**src/rtl/mem_handshake_responder.sv**
```systemverilog
// Big-endian byte memory behind the CPU's multicycle mem_enable/moc handshake.
// Inserts WAIT_CYCLES wait states, then commits the access and raises moc.
// Ports: clk, reset (sync, active low), mem_enable, rw (1 = read), size,
//   address, data_in -> data_out, moc, addr_err (valid while moc = 1).
// Build option: define MEM_SUBWORD_EN to honour byte/halfword sizes;
//   otherwise every access is a full word.
module mem_handshake_responder #(
    parameter int DEPTH       = 512,
    parameter int WAIT_CYCLES = 2
) (
    input  logic        clk,
    input  logic        reset,
    input  logic        mem_enable,
    input  logic        rw,
    input  logic [1:0]  size,
    input  logic [31:0] address,
    input  logic [31:0] data_in,
    output logic [31:0] data_out,
    output logic        moc,
    output logic        addr_err
);

    localparam int AW = $clog2(DEPTH);

    typedef enum logic [1:0] {
        IDLE,
        WAIT,
        DONE
    } stateT;

    stateT       state;
    stateT       stateNext;
    logic [3:0]  count;
    logic        accept;
    logic        commit;

    logic        rwL;
    logic [1:0]  sizeL;
    logic [31:0] addrL;
    logic [31:0] dataL;

    logic [7:0]  mem [DEPTH];

    logic          isWord;
    logic          isHalf;
    logic          misalign;
    logic          accErr;
    logic [AW-1:2] wIdx;
    logic [31:0]   rdWord;
    logic [31:0]   rdData;
    logic [3:0]    laneWe;
    logic [7:0]    laneByte [4];
    logic          memWe;

    // ---------------- FSM ----------------
    always_ff @(posedge clk) begin
        if (!reset) begin
            state <= IDLE;
        end else begin
            state <= stateNext;
        end
    end

    // The counter is loaded on acceptance and the commit happens once it
    // has reached zero, so moc rises WAIT_CYCLES + 1 edges after acceptance.
    always_comb begin
        stateNext = state;
        accept    = 1'b0;
        commit    = 1'b0;
        unique case (state)
            IDLE: begin
                if (mem_enable) begin
                    accept    = 1'b1;
                    stateNext = WAIT;
                end
            end
            WAIT: begin
                if (count == 4'd0) begin
                    commit    = 1'b1;
                    stateNext = DONE;
                end
            end
            DONE: begin
                if (!mem_enable) begin
                    stateNext = IDLE;
                end
            end
            default: stateNext = IDLE;
        endcase
    end

    // ---------------- request latch ----------------
`ifdef MEM_SUBWORD_EN
    always_ff @(posedge clk) begin
        if (!reset) begin
            sizeL <= 2'b10;
        end else if (accept) begin
            sizeL <= size;
        end
    end
`else
    logic unusedSize;
    assign unusedSize = ^size;
    assign sizeL      = 2'b10;
`endif

    always_ff @(posedge clk) begin
        if (!reset) begin
            rwL      <= 1'b0;
            addrL    <= '0;
            dataL    <= '0;
            count    <= '0;
            moc      <= 1'b0;
            addr_err <= 1'b0;
            data_out <= '0;
        end else begin
            if (accept) begin
                rwL   <= rw;
                addrL <= address;
                dataL <= data_in;
                count <= 4'(WAIT_CYCLES);
            end else if (state == WAIT && count != 4'd0) begin
                count <= count - 4'd1;
            end
            if (commit) begin
                moc      <= 1'b1;
                addr_err <= accErr;
                if (rwL) begin
                    data_out <= accErr ? 32'd0 : rdData;
                end
            end else if (state == DONE && !mem_enable) begin
                moc      <= 1'b0;
                addr_err <= 1'b0;
            end
        end
    end

    // ---------------- access decode ----------------
    // size 11 counts as a word because only bit 1 is tested.
    assign isWord = sizeL[1];
    assign isHalf = (sizeL == 2'b01);

    always_comb begin
        misalign = 1'b0;
        if (isWord) begin
            misalign = (addrL[1:0] != 2'b00);
        end else if (isHalf) begin
            misalign = addrL[0];
        end
    end

    assign accErr = (addrL >= 32'(DEPTH)) || misalign;
    assign wIdx   = addrL[AW-1:2];

    // Lowest address is the most significant byte.
    assign rdWord = {mem[{wIdx, 2'd0}], mem[{wIdx, 2'd1}],
                     mem[{wIdx, 2'd2}], mem[{wIdx, 2'd3}]};

    always_comb begin
        rdData = rdWord;
        if (!isWord) begin
            if (isHalf) begin
                rdData = {16'd0, addrL[1] ? rdWord[15:0] : rdWord[31:16]};
            end else begin
                unique case (addrL[1:0])
                    2'd0:    rdData = {24'd0, rdWord[31:24]};
                    2'd1:    rdData = {24'd0, rdWord[23:16]};
                    2'd2:    rdData = {24'd0, rdWord[15:8]};
                    default: rdData = {24'd0, rdWord[7:0]};
                endcase
            end
        end
    end

    // Lane data is laid out for every size at once; laneWe picks the lanes.
    always_comb begin
        laneWe = 4'b0000;
        for (int i = 0; i < 4; i++) begin
            laneByte[i] = dataL[7:0];
        end
        if (isWord) begin
            laneWe      = 4'b1111;
            laneByte[0] = dataL[31:24];
            laneByte[1] = dataL[23:16];
            laneByte[2] = dataL[15:8];
            laneByte[3] = dataL[7:0];
        end else if (isHalf) begin
            laneByte[0] = dataL[15:8];
            laneByte[1] = dataL[7:0];
            laneByte[2] = dataL[15:8];
            laneByte[3] = dataL[7:0];
            laneWe      = addrL[1] ? 4'b1100 : 4'b0011;
        end else begin
            laneWe[addrL[1:0]] = 1'b1;
        end
    end

    // A reset landing on the commit edge suppresses the write.
    assign memWe = commit && !rwL && !accErr && reset;

    always_ff @(posedge clk) begin
        for (int i = 0; i < 4; i++) begin
            if (memWe && laneWe[i]) begin
                mem[{wIdx, 2'(i)}] <= laneByte[i];
            end
        end
    end

endmodule
```
**config.mk**
```make
export PLATFORM = sky130hd
export DESIGN_NAME = mem_handshake_responder
export DESIGN_NICKNAME = d
export VERILOG_FILES = /design/src/rtl/mem_handshake_responder.sv
export SDC_FILE = /design/constraint.sdc
export NUM_CORES = 2
export LEC_CHECK = 0
export CAP_MARGIN = 10
export CELL_PAD_IN_SITES_DETAIL_PLACEMENT = 1
export CELL_PAD_IN_SITES_GLOBAL_PLACEMENT = 2
export CORE_ASPECT_RATIO = 1.1
export CORE_MARGIN = 5
export CORE_UTILIZATION = 40
export CTS_BUF_LIST = sky130_fd_sc_hd__clkbuf_16
export DETAILED_ROUTE_END_ITERATION = 10
export PLACE_DENSITY = 0.72
export SYNTH_ARGS = -nofsm -noshare
export SYNTH_HDL_FRONTEND = slang
export SYNTH_SLANG_ARGS = --single-unit
export TNS_END_PERCENT = 1
```
**constraint.sdc**
```tcl
create_clock -name clk -period 6.5 [get_ports clk]
set_clock_uncertainty 0.2 [all_clocks]
set_input_delay 0.975 -clock clk [delete_from_list [all_inputs] [get_ports clk]]
set_output_delay 0.975 -clock clk [all_outputs]
set_load 0.005 [all_outputs]
```
==> impl_metrics.json <==
{
  "outcome": "complete, no violations",
  "max-cap-violations": 0,
  "async_reset_ff_share_pct": 0,
  "synth_cell_types": 59,
  "ant_nets": 0,
  "finalHoldViolCount": 0,
  "start_util_pct": 40.05,
  "area_delta_synth_final_pct": 13.94,
  "viasPerCell": 5.897,
  "ys_seq_area_share_pct": 78.08,
  "grt_max_degree": 139,
  "gr-usage-all-layers_pct": 21.71,
  "clockBufferDepth": 4,
  "cp_data_arrival_time_ns": 5.25,
  "ys_ff_latch": 4208,
  "holdBufCountCts": 0,
  "grt_pass1_wl_mm": 637.5,
  "layout_common_cells": "edfxtp_1 (4,096), mux4_2 (1,048), clkbuf_16 (410), nand2_1 (344), mux2i_1 (305)",
  "worstSetupEndpointType": "flip-flop",
  "cp-start-kind": "flip-flop",
  "netlist_instances": 7128,
  "fin_crit_sh_pct": 74.41,
  "core_area_sq_um": 400500,
  "vias": 77590,
  "hold_class": "flip-flop to flip-flop",
  "cts_resized": 0,
  "antenna_found_initial": 41,
  "synth_fp_nets": 7199,
  "cts_root_buf": "clkbuf_16",
  "p_sw_mw": 12.66,
  "pin_count": 104,
  "fin_nets": 7603,
  "worst-path-max-fanout": 17,
  "final_common_cell": "edfxtp_1",
  "cts_tree": "done",
  "tightest_slew_ns": 1.263,
  "portBuffers": 101,
  "clkSinkCount": 4208,
  "synth_edf_count": 4096,
  "finalPower_mw": 57.00,
  "cts_made_buffers": 402,
  "gp_congestion": 0.8572,
  "first_iter_violations": 9295,
  "power_frac_comb_pct": 6.0,
  "tns_ns": 0,
  "synthFlopType": "edfxtp_1",
  "first_global_vias": 81460,
  "fp.dieW_um": 613.8,
  "clkSlewWorstSetupHoldPaths_ns": 0.06,
  "critPathRequiredTime_ns": 6.91,
  "internal-power_mw": 44.34,
  "p_per_area_nw_per_um2": 311.8,
  "drc_errors": 0,
  "pwr-share-seq_pct": 53.1,
  "insertion_delay_ns": 1.01,
  "max_slew_margin_pct": 15.39,
  "drive_above_1_share_pct": 26.85,
  "swShare_pct": 22.21,
  "routed_wl_mm": 452.8,
  "dr.pass1.iters": 5,
  "hpwlAfterDp_mm": 268.9,
  "synthesis.area_sq_um": 160400,
  "postCtsSetupRepairBufs": 0,
  "yosys_warnings": 0,
  "pwr-share-clk_pct": 40.8,
  "die-height_um": 674.2,
  "globalRouteOverflowTotal": 0,
  "timing.fmax_mhz": 206.8,
  "routedWlPerCell_um": 34.41,
  "cts_max_level": 5,
  "synth.area.top_cells": "edfxtp_1 (77%), mux4_2 (15%), mux2i_1 (1.9%)",
  "rsz0062_at_grt": "no",
  "leakage_nw": 54.84,
  "setup-violations-final": 0,
  "avgSynthCellArea_sq_um": 22.50,
  "fp-row-count": 244,
  "period_minus_slack_ns": 4.837,
  "ir_worst_vdd_v": 0.0002769,
  "slew_viol_final": 0,
  "placedCellCount": 12420,
  "instances_no_fill": 13160,
  "yosysTopAreaCellShare_pct": 76.68,
  "yosysTopAreaCell": "edfxtp_1",
  "fp.dieArea_sq_um": 413800,
  "path_class": "flip-flop to flip-flop"
}
==> layout make-up <==
cell class | instances | area (sq um)
Multi-Input combinational cell | 2518 | 34080
Timing Repair Buffer | 394 | 3651
Sequential cell | 4208 | 125400
Antenna cell | 14 | 35.03
Clock buffer | 410 | 10260
Fill cell | 36270 | 217800
Clock inverter | 316 | 2711
Inverter | 8 | 38.79
Tap cell | 5289 | 6618
==> kinds of logic (layout without fill, tap and decap cells) <==
group | after synthesis | in the layout | synth area share [%]
compound gates | 580 | 580 | 2.454
mux | 1356 | 1356 | 16.64
flops | 4208 | 4208 | 78.08
fa+ha+maj | 1 | 1 | 0.007799
xor+xnor | 3 | 3 | 0.01638
other cells | 0 | 14 | 0
simple gates | 578 | 578 | 1.481
buf+inv | 402 | 1128 | 1.325
==> layer usage <==
| metal | vias to the layer above | GRT usage [%] | share of wire (%) | routed length [um] |
|---|---|---|---|---|
| li1 | 31090 | - | - | - |
| met1 | 42260 | 28.35 | 38 | 171300 |
| met2 | 3521 | 35.75 | 49 | 224000 |
| met3 | 707 | 4.174 | 7.9 | 35740 |
| met4 | 14 | 9.167 | 4.8 | 21660 |
| met5 | - | 0 | 0.019 | 84 |
==> metrics by stage <==
| stage | hold WS, ns | setup WS, ns | instance area (sq um) | utilization (%) |
|---|---|---|---|---|
| floorplan | 0.2310 | 2.420 | 160400 | - |
| global placement | 0.2455 | 1.550 | 169700 | 42.38 |
| detailed placement | 0.2480 | 1.496 | 169700 | 42.38 |
| CTS | 0.2567 | 1.757 | 182700 | 45.62 |
| global route | 0.2790 | 1.526 | 182700 | 45.62 |
| finish | 0.2567 | 1.663 | 182800 | 45.63 |
==> critical path, stage by stage, from the launching register on <==
cell and delay [ns]:
dfxtp_1 0.34, inv_1 0.07, ha_1 0.16, nor3b_2 0.30
nand4_1 0.15, nor3_1 0.39, nor4b_1 0.40, buf_4 0.27
nand3_2 0.73, nor2_4 0.95, buf_4 0.48
==> final timing paths <==
path | start | to | slack [ns] | cells past startpoint
setup / recovery | count[0]$_SDFFE_PP0P_ | mem[57][7]$_DFFE_PP_ | 1.66 | 10
hold / removal | addrL[14]$_SDFFE_PN0P_ | addrL[14]$_SDFFE_PN0P_ | 0.26 | 2
setup reg to reg | count[0]$_SDFFE_PP0P_ | mem[57][7]$_DFFE_PP_ | 1.66 | 10
hold reg to reg | addrL[14]$_SDFFE_PN0P_ | addrL[14]$_SDFFE_PN0P_ | 0.26 | 2
==> power by group through the flow <==
stage                     Combinational (mW)  Clock, mW  Sequential, mW
final                                   3.45       23.3            30.3
after detailed placement                3.46          0            30.9
after floorplan                         1.90          0            30.8
after global placement                  3.40          0            30.8
after CTS                               3.47       23.7            30.3
after global routing                    3.58       24.9            30.3
==> state kept, by name, indices dropped and copies added (netlist names), named ones only <==
signal and flops:
state 2, data_out 32, moc 1, addrL 32, addr_err 1, mem 4096, dataL 32, rwL 1
count 4
==> synthesized netlist by cell type (all sizes together) (3+ instances only) <==
cell and count:
dfxtp 112, o31ai 24, o21ai 91, and3 3
nor2b 14, o22ai 27, edfxtp 4096, nor3b 5
a22oi 142, nand4 4, clkinv 3, a211oi 7
nor4 5, nand3 15, a31oi 29, a22o 3
nor3 6, o211ai 3, and2 4, a21oi 118
nor2 158, inv 5, mux4 1048, a221oi 125
clkbuf 177, buf 217, mux2 3, nand2 350
mux2i 305
No activity file was read; power rests on OpenSTA's default activity.
